## config.mk

```make
export PLATFORM = sky130hd
export DESIGN_NAME = ialm_arb
export DESIGN_NICKNAME = d
export VERILOG_FILES = /design/src/rtl/ialm_pkg.sv /design/src/rtl/ialm_core.sv /design/src/rtl/ialm_rr_arb.sv /design/src/rtl/ialm_arb.sv
export SDC_FILE = /design/constraint.sdc
export NUM_CORES = 1
export LEC_CHECK = 0
export CORE_MARGIN = 10
export CORE_UTILIZATION = 48
export CTS_CLUSTER_DIAMETER = 60
export DETAILED_ROUTE_END_ITERATION = 16
export HOLD_SLACK_MARGIN = 0.05
export PLACE_DENSITY_LB_ADDON = 0.12
export SYNTH_ARGS = -nofsm -noshare
export SYNTH_HDL_FRONTEND = slang
export SYNTH_SLANG_ARGS = --single-unit
```

## constraint.sdc

```tcl
create_clock -name clk -period 6.4 [get_ports clk]
set_clock_uncertainty 0.1 [all_clocks]
set_input_delay 1.28 -clock clk [delete_from_list [all_inputs] [get_ports clk]]
set_output_delay 1.28 -clock clk [all_outputs]
set_load 0.01 [all_outputs]
```

## src/rtl/ialm_pkg.sv

```systemverilog
// Shared definitions for the ialm_arb shared approximate-multiplier arbiter.
package ialm_pkg;

  localparam int unsigned WDefault = 16;
  localparam int unsigned NReqMax  = 8;
  localparam int unsigned CntW     = 16;
  // Widest operand a stage record can carry; instances must keep W <= StageW.
  localparam int unsigned StageW   = 32;

  function automatic int unsigned id_width(input int unsigned n);
    return (n <= 2) ? 1 : $clog2(n);
  endfunction

  localparam int unsigned IdMaxW = id_width(NReqMax);

  typedef struct packed {
    logic              valid;
    logic [StageW-1:0] a;
    logic [StageW-1:0] b;
    logic [IdMaxW-1:0] id;
  } stage_t;

endpackage

```

## src/rtl/ialm_core.sv

```systemverilog
// Combinational W x W Mitchell logarithmic multiplier; zero in, zero out.
module ialm_core #(
  parameter int unsigned W = 16
) (
  input  logic [W-1:0]   a,
  input  logic [W-1:0]   b,
  output logic [2*W-1:0] result
);

  localparam int unsigned RW = 2 * W;
  localparam int unsigned KW = $clog2(W) + 1;

  logic [KW-1:0] ka, kb;
  logic [RW-1:0] xa, xb, sum, base;

  always_comb begin
    ka = '0;
    kb = '0;
    for (int i = 0; i < W; i++) begin
      if (a[i]) ka = KW'(i);
      if (b[i]) kb = KW'(i);
    end
    // Mantissas with the leading one stripped, aligned so sum/base share one scale.
    xa   = RW'(a) & ~(RW'(1) << ka);
    xb   = RW'(b) & ~(RW'(1) << kb);
    sum  = (xa << kb) + (xb << ka);
    base = RW'(1) << (ka + kb);
    if (a == '0 || b == '0) begin
      result = '0;
    end else if (sum < base) begin
      result = base + sum;
    end else begin
      result = sum << 1;
    end
  end

endmodule

```

## src/rtl/ialm_rr_arb.sv

```systemverilog
// Round-robin grant: search starts at ptr, ptr moves past the winner on each transfer.
module ialm_rr_arb
  import ialm_pkg::*;
#(
  parameter  int unsigned NREQ = 4,
  localparam int unsigned IdW  = id_width(NREQ)
) (
  input  logic            clk,
  input  logic            rst,
  input  logic [NREQ-1:0] req,
  input  logic            advance,
  output logic [NREQ-1:0] grant,
  output logic [IdW-1:0]  grant_id,
  output logic            grant_any
);

  localparam logic [IdW:0] NReqL = (IdW + 1)'(NREQ);

  logic [IdW-1:0] ptr_q;
  logic [IdW:0]   idx;

  always_comb begin
    grant     = '0;
    grant_id  = '0;
    grant_any = 1'b0;
    idx       = '0;
    for (int j = 0; j < NREQ; j++) begin
      idx = {1'b0, ptr_q} + (IdW + 1)'(j);
      if (idx >= NReqL) idx = idx - NReqL;
      if (!grant_any && req[idx[IdW-1:0]]) begin
        grant_any = 1'b1;
        grant_id  = idx[IdW-1:0];
      end
    end
    if (grant_any) grant[grant_id] = 1'b1;
  end

  always_ff @(posedge clk or posedge rst) begin
    if (rst) begin
      ptr_q <= '0;
    end else if (advance) begin
      ptr_q <= (grant_id == IdW'(NREQ - 1)) ? '0 : grant_id + 1'b1;
    end
  end

endmodule

```

## src/rtl/ialm_arb.sv

```systemverilog
// NREQ requesters share one approximate multiplier through a 2-stage pipeline.
// Define IALM_ARB_STATS_EN to build the per-requester saturating grant counters.
module ialm_arb
  import ialm_pkg::*;
#(
  parameter  int unsigned NREQ = 4,
  parameter  int unsigned W    = WDefault,
  localparam int unsigned IdW  = id_width(NREQ)
) (
  input  logic                 clk,
  input  logic                 rst,
  input  logic [NREQ-1:0]      req_valid,
  output logic [NREQ-1:0]      req_ready,
  input  logic [NREQ*W-1:0]    req_a,
  input  logic [NREQ*W-1:0]    req_b,
  output logic                 out_valid,
  input  logic                 out_ready,
  output logic [2*W-1:0]       out_result,
  output logic [IdW-1:0]       out_id,
  output logic                 busy,
  input  logic                 stat_clr,
  output logic [NREQ*CntW-1:0] stat_cnt
);

  stage_t         s1_q;
  logic           s2_valid_q;
  logic [2*W-1:0] s2_result_q;
  logic [IdW-1:0] s2_id_q;

  logic [NREQ-1:0] grant;
  logic [IdW-1:0]  grant_id;
  logic            grant_any;
  logic            s1_load, s2_load, xfer;
  logic [2*W-1:0]  core_result;

  assign s2_load = !s2_valid_q || out_ready;
  assign s1_load = !s1_q.valid || s2_load;
  // Gated by rst so nothing is offered while reset is held.
  assign xfer      = grant_any && s1_load && !rst;
  assign req_ready = xfer ? grant : '0;

  ialm_rr_arb #(
    .NREQ (NREQ)
  ) u_rr_arb (
    .clk       (clk),
    .rst       (rst),
    .req       (req_valid),
    .advance   (xfer),
    .grant     (grant),
    .grant_id  (grant_id),
    .grant_any (grant_any)
  );

  always_ff @(posedge clk or posedge rst) begin
    if (rst) begin
      s1_q <= '0;
    end else if (s1_load) begin
      s1_q.valid <= xfer;
      if (xfer) begin
        s1_q.a  <= StageW'(req_a[grant_id*W +: W]);
        s1_q.b  <= StageW'(req_b[grant_id*W +: W]);
        s1_q.id <= IdMaxW'(grant_id);
      end
    end
  end

  ialm_core #(
    .W (W)
  ) u_core (
    .a      (s1_q.a[W-1:0]),
    .b      (s1_q.b[W-1:0]),
    .result (core_result)
  );

  always_ff @(posedge clk or posedge rst) begin
    if (rst) begin
      s2_valid_q  <= 1'b0;
      s2_result_q <= '0;
      s2_id_q     <= '0;
    end else if (s2_load) begin
      s2_valid_q <= s1_q.valid;
      if (s1_q.valid) begin
        s2_result_q <= core_result;
        s2_id_q     <= s1_q.id[IdW-1:0];
      end
    end
  end

  assign out_valid  = s2_valid_q;
  assign out_result = s2_result_q;
  assign out_id     = s2_id_q;
  assign busy       = s1_q.valid || s2_valid_q;

  // The stage record is sized for the widest build; spare upper bits are don't-care.
  logic unused_stage;
  assign unused_stage = ^{s1_q.a, s1_q.b, s1_q.id};

`ifdef IALM_ARB_STATS_EN
  logic [CntW-1:0] cnt_q [NREQ];

  always_ff @(posedge clk or posedge rst) begin
    if (rst) begin
      for (int i = 0; i < NREQ; i++) cnt_q[i] <= '0;
    end else begin
      for (int i = 0; i < NREQ; i++) begin
        if (stat_clr) begin
          cnt_q[i] <= '0;
        end else if (req_valid[i] && req_ready[i] && cnt_q[i] != '1) begin
          cnt_q[i] <= cnt_q[i] + 1'b1;
        end
      end
    end
  end

  for (genvar g = 0; g < NREQ; g++) begin : g_stat
    assign stat_cnt[g*CntW +: CntW] = cnt_q[g];
  end
`else
  assign stat_cnt = '0;
  logic unused_stat;
  assign unused_stat = stat_clr;
`endif

endmodule

```

# Word-level counts from Yosys, hierarchy flattened
# Cells that the tools add are included.
# totals
regBits	72
inputBits	136
word_cells	119
# op_classes
addsub	11
magnitude_cmp	11
n_eq_ne	1
shift	7
muxes	57
bitwise	4
reduce_logical	20
# op_table
cell	count
64-bit by 7-bit indexed part select with 16-bit output	2
5-bit 2-to-1 mux	14
32-bit adder	2
16-bit by 32-bit AND with 32-bit output	2
32-bit 2-to-1 mux	2
32-bit inverter	2
1-bit by 5-bit left shift with 32-bit output (first input constant)	2
4-bit 2-to-1 mux	10
16-bit logical NOT	2
32-bit less-than comparator	1
1-bit by 4-bit left shift with 32-bit output (first input constant)	1
32-bit by 4-bit left shift with 32-bit output	1
32-bit by 5-bit left shift with 32-bit output	1
2-bit 2-to-1 mux	11
2-bit by 3-bit less-than comparator with 1-bit output (second input constant)	5
3-bit 2-to-1 mux	4
1-bit 2-to-1 mux	11
3-bit greater-or-equal comparator (second input constant)	3
1-bit binary-select mux with 2-bit select	4
2-bit by 1-bit subtractor with 2-bit output (second input constant)	4
2-bit by 2-bit adder with 3-bit output (second input constant)	2
1-bit logical AND	6
1-bit logical NOT	6
5-bit by 4-bit adder with 5-bit output	1
other kinds (8)	12

# Depth between registers and ports, before layout
# Gate-level depths: netlist of the first run.
# depth
word_depth	23
mapped_depth	34
mapped_depth_nobuf	32

# By module
# A second synthesis of the first run with hierarchy kept.
# unflattened
cells_unflattened	1378
area_unflattened_um2	11365.9
# modules_own_cells
mod	instances	cells_per_inst	area_each_um2	seq_area_each_um2
ialm_core	1	1079	7013.0	0.0
ialm_arb	1	263	4050.1	1751.7
ialm_rr_arb	1	36	302.8	50.0

# Worst setup path before layout of the first run
# No wires, ideal clock.
# synth_path
kind	flip-flop to flip-flop
from	register s1_q[7] (netlist name)
to	register s2_result_q[17] (netlist: out_result[17])
setup_time_ns	0.126
arrival_ns	6.332
required_time_ns	6.174
slack_ns	-0.158
path_stages_with_launch	33
n_path_buf	2
path_cell_list	dfrtp_1 > nor4_1 > nand2b_1 > and2_1 > buf_6 > clkinv_4 > nor2_2 > nand2_1 > o21ai_1 > mux2i_1 > mux2_2 > and2_1 > ha_1 > o21ai_0 > o21bai_2 > a211oi_2 > a21oi_2 > o21ai_1 > a2111o_1 > a31oi_4 > o21bai_1 > xor2_1 > ha_1 > or4_1 > nor4_1 > o21ai_0 > a21oi_1 > a211oi_1 > o21ai_1 > or2_1 > buf_2 > nor2_1 > a221o_1
# synth_via
elab_chain_len	20
# synth_lines
element	line	text
3-bit 2-to-1 mux (4 in series)	ialm_core.sv:21	if (b[i]) kb = KW'(i);
4-bit 2-to-1 mux (8 in series)	ialm_core.sv:21	
1-bit by 4-bit left shift with 32-bit output	ialm_core.sv:25	xb = RW'(b) & ~(RW'(1) << kb);
32-bit inverter	ialm_core.sv:25	
16-bit by 32-bit AND with 32-bit output	ialm_core.sv:25	
32-bit by 5-bit left shift with 32-bit output	ialm_core.sv:26	sum = (xa << kb) + (xb << ka);
32-bit adder	ialm_core.sv:26	
32-bit adder / 32-bit less-than comparator (equally long branches)	ialm_core.sv:31, ialm_core.sv:30	
32-bit 2-to-1 mux	ialm_core.sv:30	end else if (sum < base) begin
32-bit 2-to-1 mux (*)	ialm_core.sv:28	if (a == '0 || b == '0) begin
end signal: assignment	ialm_arb.sv:83	s2_result_q <= core_result;
end: declaration	ialm_arb.sv:27	logic [2*W-1:0] s2_result_q;
# Mark *: on every way between the ends. The rest lies on a longest branch, timed or not.
# A chain may end at the register's enable or synchronous reset.

# Worst setup path in the final report of the first run
# layout_path
from	register s1_q[10] (netlist name)
to	register s2_result_q[14] (netlist: out_result[14])
# layout_via
elab_chain_len	17
# layout_lines
element	line
3-bit 2-to-1 mux	ialm_core.sv:21
4-bit 2-to-1 mux (8 in series)	ialm_core.sv:21
1-bit by 4-bit left shift with 32-bit output	ialm_core.sv:25
32-bit inverter	ialm_core.sv:25
16-bit by 32-bit AND with 32-bit output	ialm_core.sv:25
32-bit by 5-bit left shift with 32-bit output	ialm_core.sv:26
32-bit adder	ialm_core.sv:26
32-bit adder / 32-bit less-than comparator (equally long branches)	ialm_core.sv:31, ialm_core.sv:30
32-bit 2-to-1 mux	ialm_core.sv:30
32-bit 2-to-1 mux (*)	ialm_core.sv:28
# Marked as above.

==> results of run 1 <==
synthesized netlist by cell type, drive strengths merged, types with 8 or more instances:
master | number | area share, %
a21oi | 108 | 5.2
nand3 | 48 | 2.2
nand2b | 18 | 1.0
a31oi | 12 | 0.88
inv | 77 | 2.6
o21ai | 149 | 6.8
o31ai | 18 | 1.4
nor2b | 23 | 1.3
ha | 102 | 12
or2 | 8 | 0.46
clkbuf | 55 | 1.9
dfrtp | 72 | 16
mux2i | 34 | 3.1
nand2 | 296 | 10
a21o | 26 | 1.8
and2 | 13 | 0.75
nor3 | 21 | 0.96
nor2 | 146 | 5.1
buf | 83 | 5.3
o22ai | 11 | 0.63
mux2 | 11 | 1.1
a211oi | 16 | 1.3
a22oi | 11 | 0.75
nor4 | 11 | 0.82
a221o | 10 | 0.91
o21a | 15 | 1.0
xnor2 | 35 | 2.8
and3 | 11 | 0.63
xor2 | 20 | 1.6
o21bai | 14 | 1.0
per-stage QoR:
step           std cells  utilization [%]  hold WS, ns  setup TNS, ns  worst slack (ns)
6_report            2379             77.5        0.375         -10.69            -0.414
5_1_grt             2379             77.5        0.409         -16.98            -0.623
2_1_floorplan       1636                -        0.346              0            0.0323
3_5_place_dp        2290             67.0        0.369         -16.75            -0.684
4_1_cts             2340             72.2        0.382          -7.38            -0.285
3_3_place_gp        2290             67.0        0.360         -14.47            -0.645
registers in the layout (all words and copies together) (netlist names):
signal / cells
s1_q: 35
out_id: 2
out_valid: 1
u_rr_arb.ptr_q: 2
out_result: 32
worst max-delay path: cells and delay by family (launching register included):
| kind | cells | cell delay [ns] |
|---|---|---|
| and+or+nand+nor | 7 | 1.11 |
| DFF | 1 | 0.49 |
| adders and majority gates | 2 | 0.60 |
| AOI/OAI and AO/OA | 15 | 2.64 |
| buffers and inverters | 8 | 1.07 |
| muxes | 2 | 0.44 |
| xor gates and xnor gates | 1 | 0.19 |
repair_timing:
| item | in CTS | in global routing |
|---|---|---|
| hold buffers | 0 | 0 |
| buffers inserted | 32 | 41 |
| cloned | 2 | 3 |
| pin swaps | 45 | 108 |
| setup endpoints to repair | 32 | 32 |
| gates resized for setup | 120 | 184 |
routing by layer:
metal / vias to the layer above / wire, um / global-route usage [%] / share of wire, %
met5: - / 0 / 0 / 0
met2: 469 / 21600 / 47.5 / 50
li1: 6424 / - / - / -
met1: 6038 / 16800 / 29.4 / 39
met4: 0 / 2070 / 12.1 / 4.8
met3: 130 / 2780 / 5.67 / 6.4
worst max path at each step:
stage	endpoint	slack [ns]	cells after the start
global placement	out_result[0]$_DFFE_PP0P_	-0.65	29
finish	out_result[14]$_DFFE_PP0P_	-0.41	35
detailed placement	out_result[0]$_DFFE_PP0P_	-0.68	29
floorplan	out_result[19]$_DFFE_PP0P_	0.03	32
global route	out_result[15]$_DFFE_PP0P_	-0.62	33
CTS	out_result[14]$_DFFE_PP0P_	-0.28	33
cell type report:
type | instances | area share [%]
Clock buffer | 10 | 1.37
Clock inverter | 6 | 0.515
Inverter | 80 | 1.82
Multi-Input combinational cell | 1346 | 55.1
Sequential cell | 72 | 10.3
Tap cell | 285 | 2.04
Timing Repair Buffer | 580 | 28.8
kinds of logic after synthesis:
group                    share of synthesized area (%)
AND/OR/NAND/NOR                                   24.9
AO/OA/AOI/OAI                                     27.6
buffers and inverters                             9.98
adder cells (fa/ha/maj)                           12.2
flip-flops                                        16.4
XOR/XNOR                                          4.40
multiplexers                                      4.44
other                                           0.0342
==> out/results.ini, run 1 <==
[final_layout]
fillers=1644
syn2layout_area_growth_pct=59.7
drive_gt1_share_pct=32.7
fin_nets=2330
multi_input_area_sq_um=9640
mostFrequentLayoutCell=buf_4
final_cell_area_sq_um=17500
register_area_sq_um=1810
layout_common_cells=376 x buf_4, 287 x nand2_1, 174 x clkdlybuf4s50_1
antennaDiodeCount=0

[critical_path]
reg2reg_from=s1_q[10]$_DFFE_PP0P_
crit_required_ns=6.54
reg2reg_to=out_result[14]$_DFFE_PP0P_
slowest_stage=dfrtp_2
cp_max_fo=6
cp-startpoint=s1_q[10]$_DFFE_PP0P_
cp-start-kind=register
arrival_ns=6.95
reg2reg_depth=35
cp_slowest_stage_delay_ns=0.49
critical_path_class=reg -> reg
cp-end-kind=register
cp_common_cell=buf_4
ff2ff_setup_slack_ns=-0.41

[place]
dp_hpwl_mm=32.5
dpl_cell_area_sq_um=15100
place.gp.congestion=0.958
port_buffers=174

[timing]
setup_ws_ns=-0.414
max_clock_freq_mhz=147
tightestPinTransition_ns=1.05
finalMaxSlewViolations=0
hold_violations=0
period_needed_ns=6.81
fin_crit_sh_pct=106
rsz0062_at_grt=true
setup_viol=32
max-slew-margin-rel_pct=29.8

[cts]
clkSinkCount=72
cts_buffers=9
clk-insertion-delay-late_ns=0.36
h-tree-depth=3
clk_pin_slew_ns=0.06
cts_tree=built
root_buffer=clkbuf_16
clock_tree.buffer_depth=2

[global_routing]
grt_max_degree=73
grt_pass1_vias=12500
grtUsageTotal_pct=26.5
grt_overflow=0
antenna_found_initial=0
grt_pass1_wl_mm=62.9

[synthesis]
synth_edf_count=0
synthFlopType=dfrtp_1
ys_types=98
ys_warn_count=0
synth-seq-cells=72
syn_area_sq_um=11000
synthCells=1571
yosysSeqAreaShare_pct=16.4
postSynth.asyncResetShare_pct=100
post_synth.cell_area_avg_sq_um=6.98

[die]
coreArea_sq_um=22600
die_w_um=171
initial_core_util_pct=48.5
rows=55
die_h_um=171
die_area_sq_um=29300
io_pins=240

[min_path]
hp-start=out_result[16]$_DFFE_PP0P_
hold_end=out_result[16]$_DFFE_PP0P_
hold_class=reg -> reg
min_path_cells=2

[run_status]
violations=negative setup slack
status=finished with violations

[routing]
routedWlPerCell_um=18.2
via_count=13100
routed_wl_mm=43.3
first_pass_iters=5
final_antenna_net_count=0
drtIter0Drc=781
avgViaCountPerCell=5.49
drc=0

[job]
maxCapViolations=0

Power of run 1 is not shown: default switching activity piles up to over one toggle a cycle in this logic, so the estimate is an artifact.
==> run 2: changes to the inputs <==
Settings changed: CORE_MARGIN 10 to unset.
==> run 2 against run 1 <==
  * The flow still finishes with violations (negative setup slack)
  * Setup slack worse by 0.050 ns
  * Largest cell class unchanged
  * Wire length is 2.6% lower
  * Critical endpoint is now out_result[20]$_DFFE_PP0P_
  * Non-clock buffer count down 7
  * Final area decreased by 1.9%
  * Final cell count is 0.46% lower
  * Hold slack better by 0.00070 ns
  * Sequential share of layout area increased by 0.18 points
  * Critical path depth did not move
  * Core utilization grew 0.19 points
==> out/results.ini, run 2 (synthesis results as in run 1) <==
[critical_path]
arrival_ns=7.01  ; +0.06 ns
cp_common_cell=buf_4
cp_slowest_stage_delay_ns=0.41  ; -0.08 ns
ff2ff_setup_slack_ns=-0.46  ; -0.05 ns
crit_required_ns=6.54  ; about the same
cp-end-kind=register
reg2reg_depth=35  ; unchanged
reg2reg_from=s1_q[5]$_DFFE_PP0P_
slowest_stage=dfrtp_2
critical_path_class=reg -> reg
cp-start-kind=register
cp-startpoint=s1_q[5]$_DFFE_PP0P_
cp_max_fo=8  ; +2
reg2reg_to=out_result[20]$_DFFE_PP0P_
endpoint=out_result[20]$_DFFE_PP0P_

[timing]
period_needed_ns=6.86  ; +0.0498 ns
max-slew-margin-rel_pct=30.7  ; +0.87 points
setup_viol=32  ; unchanged
tightestPinTransition_ns=1.04  ; -0.0130 ns
hold_slack_ns=0.376  ; +0.000696 ns
hold_violations=0  ; unchanged
max_clock_freq_mhz=146  ; -0.73%
fin_crit_sh_pct=107  ; +0.78 points
rsz0062_at_grt=true
finalMaxSlewViolations=0  ; unchanged
setup_ws_ns=-0.464  ; -0.0498 ns

[die]
die_area_sq_um=23400  ; -20%
initial_core_util_pct=49.6  ; +1.1 points
coreArea_sq_um=22100  ; -2.1%
die_h_um=153  ; -11%
die_w_um=153  ; -11%
rows=54  ; -1.8%
io_pins=240  ; unchanged

[routing]
via_count=13300  ; +1.6%
drc=0  ; unchanged
routedWlPerCell_um=17.8  ; -2.1%
avgViaCountPerCell=5.60  ; +2.0%
first_pass_iters=6  ; +1
drtIter0Drc=743  ; -4.9%
routed_wl_mm=42.2  ; -2.6%
final_antenna_net_count=0  ; unchanged

[final_layout]
mostFrequentLayoutCell=buf_4
drive_gt1_share_pct=31.0  ; -1.7 points
antennaDiodeCount=0  ; unchanged
fillers=1637  ; -0.43%
top_register=s1_q
syn2layout_area_growth_pct=56.7
final_core_util_pct=77.7  ; +0.19 points
layout_common_cells=377 x buf_4, 289 x nand2_1, 174 x clkdlybuf4s50_1
fin_nets=2324  ; -0.26%
largest_register_ffs=35  ; unchanged

[cts]
cts_hold_buf=0  ; unchanged
cts_buffers=9  ; unchanged
clock_tree.buffer_depth=2  ; unchanged
root_buffer=clkbuf_16
h-tree-depth=3  ; unchanged
cts_tree=built
clk-insertion-delay-late_ns=0.36  ; about the same
clkSinkCount=72  ; unchanged
clk_pin_slew_ns=0.06  ; about the same

[global_routing]
grtUsageTotal_pct=33.6  ; +7.0 points
grt_overflow=0  ; unchanged
grt_pass1_vias=12700  ; +1.8%
antenna_found_initial=0  ; unchanged
grt_max_degree=73  ; unchanged
grt_pass1_wl_mm=63.3  ; +0.57%

[place]
port_buffers=174  ; unchanged
dp_hpwl_mm=31.0  ; -4.7%
place.gp.congestion=0.951  ; -0.64%

[min_path]
hold_class=reg -> reg

[run_status]
status=finished with violations
violations=negative setup slack

[job]
maxCapViolations=0  ; unchanged

-- run 2: changes by cell type in the layout (fill, tap and decap cells not counted), moves of 3 or more --
cell,delta
xnor2_2,+4
o22ai_2,-3
xnor2_1,-3
clkinvlp_4,+3
o22ai_1,+3
a21oi_2,-10
nor2_1,+10
nor2_4,-5
ha_4,-6
ha_1,+4
buf_6,-6
a21oi_1,+9
nor2_2,-5
-- run 2: area by class of cell --
cell class	count	area, sq um	area share, %
clock buffer	9	225	1.31
clock inverter	7	78.8	0.459
inverter	80	310	1.81
multi-input combinational	1346	9460	55.1
sequential	72	1810	10.5
tap	280	350	2.04
timing repair buffer	573	4940	28.7
timing repair inverter	1	7.51	0.0437
-- run 2: layer usage --
layer / part of all wire (%) / global-route usage [%] / vias up
met3: 4.8 / 3.94 / 170
met1: 39 / 38.4 / 6119
li1: - / - / 6406
met2: 50 / 61.4 / 569
met4: 5.9 / 16.9 / 0
met5: 0 / 0 / -
-- run 2: repair_timing --
item,CTS,global route
setup endpoints to repair,32,32
resized for setup,115,140
setup buffers,37,41
pin swaps,44,52
cloned,2,2
-- run 2: worst min path at each step --
stage | start | endpoint | slack [ns] | cells past startpoint
after detailed placement | out_result[11]$_DFFE_PP0P_ | out_result[11]$_DFFE_PP0P_ | 0.37 | 2
final | out_result[10]$_DFFE_PP0P_ | out_result[10]$_DFFE_PP0P_ | 0.38 | 2
after floorplan | s1_q[0]$_DFFE_PP0P_ | s1_q[0]$_DFFE_PP0P_ | 0.35 | 2
after CTS | out_result[11]$_DFFE_PP0P_ | out_result[11]$_DFFE_PP0P_ | 0.38 | 2
after global placement | out_result[4]$_DFFE_PP0P_ | out_result[4]$_DFFE_PP0P_ | 0.36 | 2
after global routing | out_result[10]$_DFFE_PP0P_ | out_result[10]$_DFFE_PP0P_ | 0.40 | 2
-- run 2: metrics by stage --
step | std cells | TNS (ns) | instance area [sq um] | setup WS (ns)
after floorplan | 1636 | 0 | 11200 | 0.0323
after global placement | 2271 | -15.03 | 15000 | -0.626
after detailed placement | 2271 | -19.82 | 15000 | -0.712
after CTS | 2326 | -6.65 | 16100 | -0.257
after global routing | 2368 | -20.37 | 17200 | -0.700
final | 2368 | -12.78 | 17200 | -0.464
-- run 2: critical path: cells and delay by family (launching register included) --
| family | cells | cell delay (ns) |
|---|---|---|
| buffers and inverters | 8 | 1.07 |
| multiplexers | 2 | 0.45 |
| XOR/XNOR | 1 | 0.18 |
| flip-flops | 1 | 0.41 |
| AO/OA/AOI/OAI | 16 | 3.40 |
| adder cells (fa/ha/maj) | 2 | 0.56 |
| AND/OR/NAND/NOR | 6 | 0.59 |
Power of run 2 is left out for the same reason.
